==> src/rtl/cl_serial_regbank.sv <==
// Camera Link serial control: 8N1 UART RX/TX, frame parser and flat register bank.
// Define CL_SERIAL_CHECKSUM_EN to require a trailing XOR checksum byte on each frame.
module cl_serial_regbank #(
  parameter int unsigned CLK_DIV     = 217,
  parameter int unsigned NUM_REGS    = 16,
  parameter int unsigned REG_BYTES   = 3,
  parameter int unsigned TIMEOUT_CYC = 2170000,
  localparam int unsigned AW = (NUM_REGS > 1) ? $clog2(NUM_REGS) : 1,
  localparam int unsigned RW = 8 * REG_BYTES
) (
  input  logic                   clk_sys,
  input  logic                   rst_sys,
  input  logic                   ser_rx,
  output logic                   ser_tx,
  output logic [NUM_REGS*RW-1:0] reg_flat,
  output logic                   reg_wr_stb,
  output logic [AW-1:0]          reg_wr_addr,
  output logic                   busy,
  output logic [7:0]             err_cnt
);

  localparam logic [15:0] DivM1  = 16'(CLK_DIV - 1);
  localparam logic [15:0] HalfM1 = 16'(CLK_DIV / 2 - 1);
  localparam int unsigned RespW  = 8 * (REG_BYTES + 1);

  // ---------------- RX ----------------
  typedef enum logic [1:0] {RxIdle, RxStart, RxData, RxStop} rx_st_e;

  rx_st_e      rx_st_q;
  logic        rx_s1_q, rx_s2_q, rx_s3_q;
  logic [15:0] rx_cnt_q;
  logic [2:0]  rx_bit_q;
  logic [7:0]  rx_sh_q;
  logic        rx_valid_q, rx_ferr_q;

  always_ff @(posedge clk_sys) begin
    if (rst_sys) begin
      rx_st_q    <= RxIdle;
      rx_s1_q    <= 1'b1;
      rx_s2_q    <= 1'b1;
      rx_s3_q    <= 1'b1;
      rx_cnt_q   <= '0;
      rx_bit_q   <= '0;
      rx_sh_q    <= '0;
      rx_valid_q <= 1'b0;
      rx_ferr_q  <= 1'b0;
    end else begin
      rx_s1_q    <= ser_rx;
      rx_s2_q    <= rx_s1_q;
      rx_s3_q    <= rx_s2_q;
      rx_valid_q <= 1'b0;
      rx_ferr_q  <= 1'b0;
      unique case (rx_st_q)
        RxIdle: begin
          if (rx_s3_q && !rx_s2_q) begin
            rx_cnt_q <= '0;
            rx_st_q  <= RxStart;
          end
        end
        RxStart: begin
          if (rx_cnt_q == HalfM1) begin
            rx_cnt_q <= '0;
            rx_bit_q <= '0;
            // Line back high at mid start bit: treat as glitch.
            rx_st_q  <= rx_s2_q ? RxIdle : RxData;
          end else begin
            rx_cnt_q <= rx_cnt_q + 16'd1;
          end
        end
        RxData: begin
          if (rx_cnt_q == DivM1) begin
            rx_cnt_q <= '0;
            rx_sh_q  <= {rx_s2_q, rx_sh_q[7:1]};
            if (rx_bit_q == 3'd7) rx_st_q <= RxStop;
            else rx_bit_q <= rx_bit_q + 3'd1;
          end else begin
            rx_cnt_q <= rx_cnt_q + 16'd1;
          end
        end
        RxStop: begin
          if (rx_cnt_q == DivM1) begin
            rx_st_q <= RxIdle;
            if (rx_s2_q) rx_valid_q <= 1'b1;
            else rx_ferr_q <= 1'b1;
          end else begin
            rx_cnt_q <= rx_cnt_q + 16'd1;
          end
        end
        default: rx_st_q <= RxIdle;
      endcase
    end
  end

  // ---------------- TX ----------------
  logic        tx_busy_q, ser_tx_q;
  logic [15:0] tx_cnt_q;
  logic [3:0]  tx_bit_q;
  logic [8:0]  tx_sh_q;
  logic        tx_finish, tx_load;
  logic [7:0]  tx_data;

  assign tx_finish = tx_busy_q && (tx_cnt_q == DivM1) && (tx_bit_q == 4'd9);

  always_ff @(posedge clk_sys) begin
    if (rst_sys) begin
      tx_busy_q <= 1'b0;
      ser_tx_q  <= 1'b1;
      tx_cnt_q  <= '0;
      tx_bit_q  <= '0;
      tx_sh_q   <= '1;
    end else if (tx_load) begin
      tx_busy_q <= 1'b1;
      ser_tx_q  <= 1'b0;
      tx_sh_q   <= {1'b1, tx_data};
      tx_cnt_q  <= '0;
      tx_bit_q  <= '0;
    end else if (tx_busy_q) begin
      if (tx_cnt_q == DivM1) begin
        tx_cnt_q <= '0;
        if (tx_bit_q == 4'd9) begin
          tx_busy_q <= 1'b0;
        end else begin
          ser_tx_q <= tx_sh_q[0];
          tx_sh_q  <= {1'b1, tx_sh_q[8:1]};
          tx_bit_q <= tx_bit_q + 4'd1;
        end
      end else begin
        tx_cnt_q <= tx_cnt_q + 16'd1;
      end
    end
  end

  assign ser_tx = ser_tx_q;

  // ---------------- Parser / register bank ----------------
`ifdef CL_SERIAL_CHECKSUM_EN
  typedef enum logic [2:0] {StIdle, StCmd, StAddr, StData, StChk, StExec, StResp} st_e;
`else
  typedef enum logic [2:0] {StIdle, StCmd, StAddr, StData, StExec, StResp} st_e;
`endif

  st_e             state_q;
  logic [7:0]      cmd_q, addr_q;
  logic [RW-1:0]   data_q;
  logic [2:0]      byte_cnt_q;
  logic [31:0]     tmo_q;
  logic [RespW-1:0] resp_q;
  logic [2:0]      resp_left_q;
  logic [RW-1:0]   regs_q [NUM_REGS];
  logic            reg_wr_stb_q;
  logic [AW-1:0]   reg_wr_addr_q;
  logic [7:0]      err_q;
`ifdef CL_SERIAL_CHECKSUM_EN
  logic [7:0]      chk_q;
  logic            chk_ok_q;
  st_e             after_payload;
  assign after_payload = StChk;
`else
  st_e             after_payload;
  assign after_payload = StExec;
`endif

  logic          in_frame, tmo_hit, ferr_hit, frame_ok, nak, err_inc;
  logic [AW-1:0] idx;

  assign idx      = addr_q[AW-1:0];
`ifdef CL_SERIAL_CHECKSUM_EN
  assign in_frame = (state_q == StCmd) || (state_q == StAddr) || (state_q == StData) ||
                    (state_q == StChk);
  assign frame_ok = ((cmd_q == 8'h01) || (cmd_q == 8'h02)) && (32'(addr_q) < NUM_REGS) &&
                    chk_ok_q;
`else
  assign in_frame = (state_q == StCmd) || (state_q == StAddr) || (state_q == StData);
  assign frame_ok = ((cmd_q == 8'h01) || (cmd_q == 8'h02)) && (32'(addr_q) < NUM_REGS);
`endif
  assign tmo_hit  = in_frame && !rx_valid_q && (tmo_q == 32'(TIMEOUT_CYC - 1));
  // Framing errors while answering are discarded like any other received byte.
  assign ferr_hit = rx_ferr_q && (state_q != StExec) && (state_q != StResp);
  assign nak      = (state_q == StExec) && !frame_ok;
  assign err_inc  = tmo_hit || ferr_hit || nak;
  assign tx_load  = (state_q == StResp) && (resp_left_q != 3'd0) && (!tx_busy_q || tx_finish);
  assign tx_data  = resp_q[RespW-1 -: 8];

  always_ff @(posedge clk_sys) begin
    if (rst_sys) begin
      state_q       <= StIdle;
      cmd_q         <= '0;
      addr_q        <= '0;
      data_q        <= '0;
      byte_cnt_q    <= '0;
      tmo_q         <= '0;
      resp_q        <= '0;
      resp_left_q   <= '0;
      reg_wr_stb_q  <= 1'b0;
      reg_wr_addr_q <= '0;
      err_q         <= '0;
      for (int i = 0; i < int'(NUM_REGS); i++) regs_q[i] <= '0;
`ifdef CL_SERIAL_CHECKSUM_EN
      chk_q         <= '0;
      chk_ok_q      <= 1'b0;
`endif
    end else begin
      reg_wr_stb_q <= 1'b0;
      if (err_inc && (err_q != 8'hff)) err_q <= err_q + 8'd1;
      if (in_frame) tmo_q <= rx_valid_q ? 32'd0 : tmo_q + 32'd1;
      else tmo_q <= '0;
      if (tx_load) begin
        resp_q      <= resp_q << 8;
        resp_left_q <= resp_left_q - 3'd1;
      end
      unique case (state_q)
        StIdle: if (rx_valid_q && (rx_sh_q == 8'h55)) state_q <= StCmd;
        StCmd: begin
          if (rx_valid_q) begin
            cmd_q   <= rx_sh_q;
            state_q <= StAddr;
`ifdef CL_SERIAL_CHECKSUM_EN
            chk_q   <= rx_sh_q;
`endif
          end
        end
        StAddr: begin
          if (rx_valid_q) begin
            addr_q     <= rx_sh_q;
            byte_cnt_q <= '0;
            // Unknown commands are sized like a read.
            state_q    <= (cmd_q == 8'h01) ? StData : after_payload;
`ifdef CL_SERIAL_CHECKSUM_EN
            chk_q      <= chk_q ^ rx_sh_q;
`endif
          end
        end
        StData: begin
          if (rx_valid_q) begin
            data_q     <= RW'({data_q, rx_sh_q});
            byte_cnt_q <= byte_cnt_q + 3'd1;
            if (byte_cnt_q == 3'(REG_BYTES - 1)) state_q <= after_payload;
`ifdef CL_SERIAL_CHECKSUM_EN
            chk_q      <= chk_q ^ rx_sh_q;
`endif
          end
        end
`ifdef CL_SERIAL_CHECKSUM_EN
        StChk: begin
          if (rx_valid_q) begin
            chk_ok_q <= (rx_sh_q == chk_q);
            state_q  <= StExec;
          end
        end
`endif
        StExec: begin
          state_q     <= StResp;
          resp_left_q <= 3'd1;
          resp_q      <= {8'h15, {RW{1'b0}}};
          if (frame_ok && (cmd_q == 8'h01)) begin
            regs_q[idx]   <= data_q;
            reg_wr_stb_q  <= 1'b1;
            reg_wr_addr_q <= idx;
            resp_q        <= {8'h06, {RW{1'b0}}};
          end else if (frame_ok) begin
            resp_q      <= {8'h06, regs_q[idx]};
            resp_left_q <= 3'(REG_BYTES + 1);
          end
        end
        StResp: if (tx_finish && (resp_left_q == 3'd0)) state_q <= StIdle;
        default: state_q <= StIdle;
      endcase
      if (ferr_hit || tmo_hit) state_q <= StIdle;
    end
  end

  for (genvar i = 0; i < int'(NUM_REGS); i++) begin : g_flat
    assign reg_flat[i*RW +: RW] = regs_q[i];
  end

  assign reg_wr_stb  = reg_wr_stb_q;
  assign reg_wr_addr = reg_wr_addr_q;
  assign busy        = (state_q != StIdle);
  assign err_cnt     = err_q;

endmodule

==> config.mk <==
export PLATFORM = sky130hd
export DESIGN_NAME = cl_serial_regbank
export DESIGN_NICKNAME = d
export VERILOG_FILES = /design/src/rtl/cl_serial_regbank.sv
export SDC_FILE = /design/constraint.sdc
export NUM_CORES = 1
export LEC_CHECK = 0
export ABC_CLOCK_PERIOD_IN_PS = 2900
export BUFFER_PORTS_ARGS = -buffer_cell sky130_fd_sc_hd__buf_2
export CORE_ASPECT_RATIO = 0.9
export CORE_UTILIZATION = 39
export CTS_CLUSTER_SIZE = 24
export DETAILED_ROUTE_END_ITERATION = 10
export PLACE_DENSITY = 0.55
export SYNTH_ARGS = -nofsm -noshare
export SYNTH_HDL_FRONTEND = slang
export SYNTH_SLANG_ARGS = --single-unit
==> constraint.sdc <==
create_clock -name clk_sys -period 2.9 [get_ports clk_sys]
set_input_delay 0.29 -clock clk_sys [delete_from_list [all_inputs] [get_ports clk_sys]]
set_output_delay 0.29 -clock clk_sys [all_outputs]
set_load 0.005 [all_outputs]
==> run_results.csv <==
group,metric,value,unit
status,outcome,"complete, no violations",
placement,portBuffers,401,
logic_synthesis,postSynthCellCount,2047,
placement,gp_congestion,0.877,
run,drv_cap,0,
clocking,clk_path_buf_depth,3,
layout,nFillCells,5669,
floorplan,die_w,273,um
logic_synthesis,synthArstFlopShare,0,%
logic_synthesis,synth_compound_area_share,4.84,%
power_and_ir_drop,pwr-share-comb,4.5,%
detailed_routing,drtIter0Drc,1670,
power_and_ir_drop,clock_power_share,46.2,%
logic_synthesis,synth_fa_ha_area_share,0.681,%
floorplan,die_y,246,um
setup_path,cp_max_fo,17,
logic_synthesis,synth_warnings,0,
logic_synthesis,synth_ff_type,"edfxtp_1",
detailed_routing,wl,86.0,mm
timing,fin_ws,0.199,ns
power_and_ir_drop,switching_share,22.2,%
layout,regArea,15400,um^2
power_and_ir_drop,leakagePower,11.3,nW
global_route,grt_usage,25.4,%
floorplan,die-area,67000,um^2
clocking,insertion_delay,0.64,ns
clocking,cts_max_level,2,
timing,hold_viol_final,0,
layout,fin_area,31400,um^2
logic_synthesis,postSynthAreaPerCell,12.6,um^2
logic_synthesis,synth_simple_gate_area_share,19.9,%
global_route,grt_antenna_before_repair,5,
floorplan,coreArea,64600,um^2
layout,fin_nets,2473,
detailed_routing,dr_total_vias,18500,
placement,pre_cts_ws,0.254,ns
detailed_routing,drc,0,
timing,rsz0062_at_grt,"no",
power_and_ir_drop,p_int,14.6,mW
layout,areaGrowthSynthToFinish,22.3,%
clocking,cts_tree,"done",
clocking,clkTransAtPathRegs,0.06,ns
clocking,cts_root_buf,"clkbuf_16",
floorplan,initial_core_util,39.8,%
timing,worst_pin_slew,0.958,ns
power_and_ir_drop,pwr-share-seq,49.3,%
layout,instances_no_fill,3364,
layout,final_cell_mix,"buf_2 (400), and2_1 (387), edfxtp_1 (384)",
clocking,post_cts_buffers,0,
timing,drv_slew,0,
min_path,hp-class,"input port to flip-flop",
timing,clock_skew,0.0463,ns
logic_synthesis,synth-xor-area-share,1.94,%
logic_synthesis,syn-num-nets,2064,
global_route,grt_first_pass_wirelength,125,mm
timing,setup_violations,0,
timing,maxSlewHeadroom,36.1,%
detailed_routing,antenna_left,0,
detailed_routing,vias_per_cell,5.49,
detailed_routing,firstDrtPassIters,6,
layout,final_common_cell,"buf_2",
placement,hpwlAfterDp,61.9,mm
setup_path,crit_type,"flip-flop to flip-flop",
logic_synthesis,synth_seq_cells,578,
setup_path,critPathRequiredTime,3.21,ns
logic_synthesis,synthMuxAreaShare,10.2,%
logic_synthesis,synth-seq-area-share,60.0,%
setup_path,arrival,3.01,ns
timing,setup_tns,0,ns
global_route,first_global_vias,18100,
setup_path,startpoint_type,"flip-flop",
detailed_routing,drt-met1-wl,35.0,mm
power_and_ir_drop,p_sw,4.18,mW
logic_synthesis,synth-edff-count,384,
detailed_routing,wl_met2,41.1,mm
placement,placed_area,29200,um^2
floorplan,rows,88,
layout,multi_input_area,9700,um^2
timing,max_freq,0.370,GHz
global_route,grt_max_degree,162,
global_route,gr-total-overflow,0,
clocking,numCtsBuffers,61,
timing,final.period_utilization,93.1,%
floorplan,io_pins,402,
logic_synthesis,ys_types,68,
logic_synthesis,synth_top_family_by_area,"simple AND/OR/NAND/NOR gates",
detailed_routing,routed.top_layer,"met4",
power_and_ir_drop,vdd_drop_max,0.452,mV
layout,fin_util,48.6,%
power_and_ir_drop,powerDensity,598,nW/um^2
layout,drive_above_1_share,30.1,%
timing,period_minus_slack,2.70,ns
clocking,clock-sinks,578,
detailed_routing,route.met3.wl,7.77,mm
detailed_routing,wl_per_cell,25.6,um
setup_path,crit_path_end_kind,"flip-flop",
placement,place_inst,3247,
logic_synthesis,synth_area,25700,um^2
-- final cells by class --
type                       instances  area share (%)
antenna                            1         0.00796
clock buffer                      72            5.22
clock inverter                    43            1.88
inverter                          22           0.263
multi-input combinational       1303            30.9
sequential                       578            49.1
tap                              855            3.40
timing repair buffer             490            9.28
-- flip-flops by register name, summed over array words and instances, names as in the netlist, 3 cells and up, named ones only --
| signal | cells |
|---|---|
| tmo_q | 32 |
| data_q | 24 |
| tx_bit_q | 4 |
| err_cnt | 8 |
| cmd_q | 8 |
| tx_sh_q | 8 |
| resp_q | 32 |
| rx_cnt_q | 16 |
| resp_left_q | 3 |
| regs_q | 384 |
| rx_sh_q | 8 |
| reg_wr_addr | 4 |
| addr_q | 8 |
| tx_cnt_q | 16 |
| rx_bit_q | 3 |
| byte_cnt_q | 3 |
| state_q | 3 |
-- power by group through the flow --
stage | clock, mW | sequential (mW) | combinational, mW
floorplan | 0 | 9.37 | 0.269
detailed placement | 0 | 9.45 | 0.843
CTS | 8.80 | 9.28 | 0.847
global placement | 0 | 9.45 | 0.843
finish | 8.68 | 9.28 | 0.846
global route | 9.12 | 9.30 | 0.893
-- critical path, stage by stage, from the launching register on --
cell	delay, ns
dfxtp_1	0.45
or3b_1	0.46
or4_1	0.52
buf_4	0.22
nor3_2	0.19
or2_2	0.31
buf_12	0.21
-- final timing paths --
kind                                        to       start  depth (start not counted)  slack, ns
worst max-delay path            regs_q[12][15]  state_q[2]                          6       0.20
worst min-delay path                 tx_busy_q     rst_sys                          3       0.29
worst max register to register  regs_q[12][15]  state_q[2]                          6       0.20
worst min register to register         rx_s2_q     rx_s1_q                          1       0.42
-- metrics by stage --
| step | hold WS, ns | power [mW] |
|---|---|---|
| floorplan | 0.389 | 9.64 |
| global placement | 0.406 | 10.3 |
| detailed placement | 0.399 | 10.3 |
| CTS | 0.295 | 18.9 |
| global route | 0.324 | 19.3 |
| finish | 0.291 | 18.8 |
-- cell families (layout without fill, tap and decap cells) --
family                     count (synthesis)  count (layout)
AOI/OAI and AO/OA                        192             192
xor gates and xnor gates                  57              57
adders and majority gates                 14              14
buffers and inverters                    166             627
DFF                                      578             578
muxes                                    130             130
other                                      0               1
and+or+nand+nor                          910             910
-- synth_stat cells, types with 22 or more instances --
cell type	instances	area, um^2
dfxtp_1	194	3880
or2_2	22	138
edfxtp_1	384	11500
nand4_1	29	181
o21ai_0	24	120
a221oi_1	22	193
o22ai_1	30	188
and2_1	387	2420
nand3_1	48	240
clkbuf_1	116	435
nor2_1	138	518
nor3_1	56	280
mux4_2	104	2340
a21oi_1	62	310
xor2_1	40	350
nand2_1	124	465
-- routing by layer --
layer | track usage [%] | vias up
met2 | 41.0 | 743
met3 | 7.10 | 108
met1 | 33.3 | 9351
met5 | 0 | -
li1 | - | 8277
met4 | 7.22 | 0
-- timing repair --
item,4_1_cts,5_1_grt
hold buffers,1,0
hold endpoints to repair,1,0
resized for setup,0,0
Note: power is estimated with default switching activity, not from simulation.
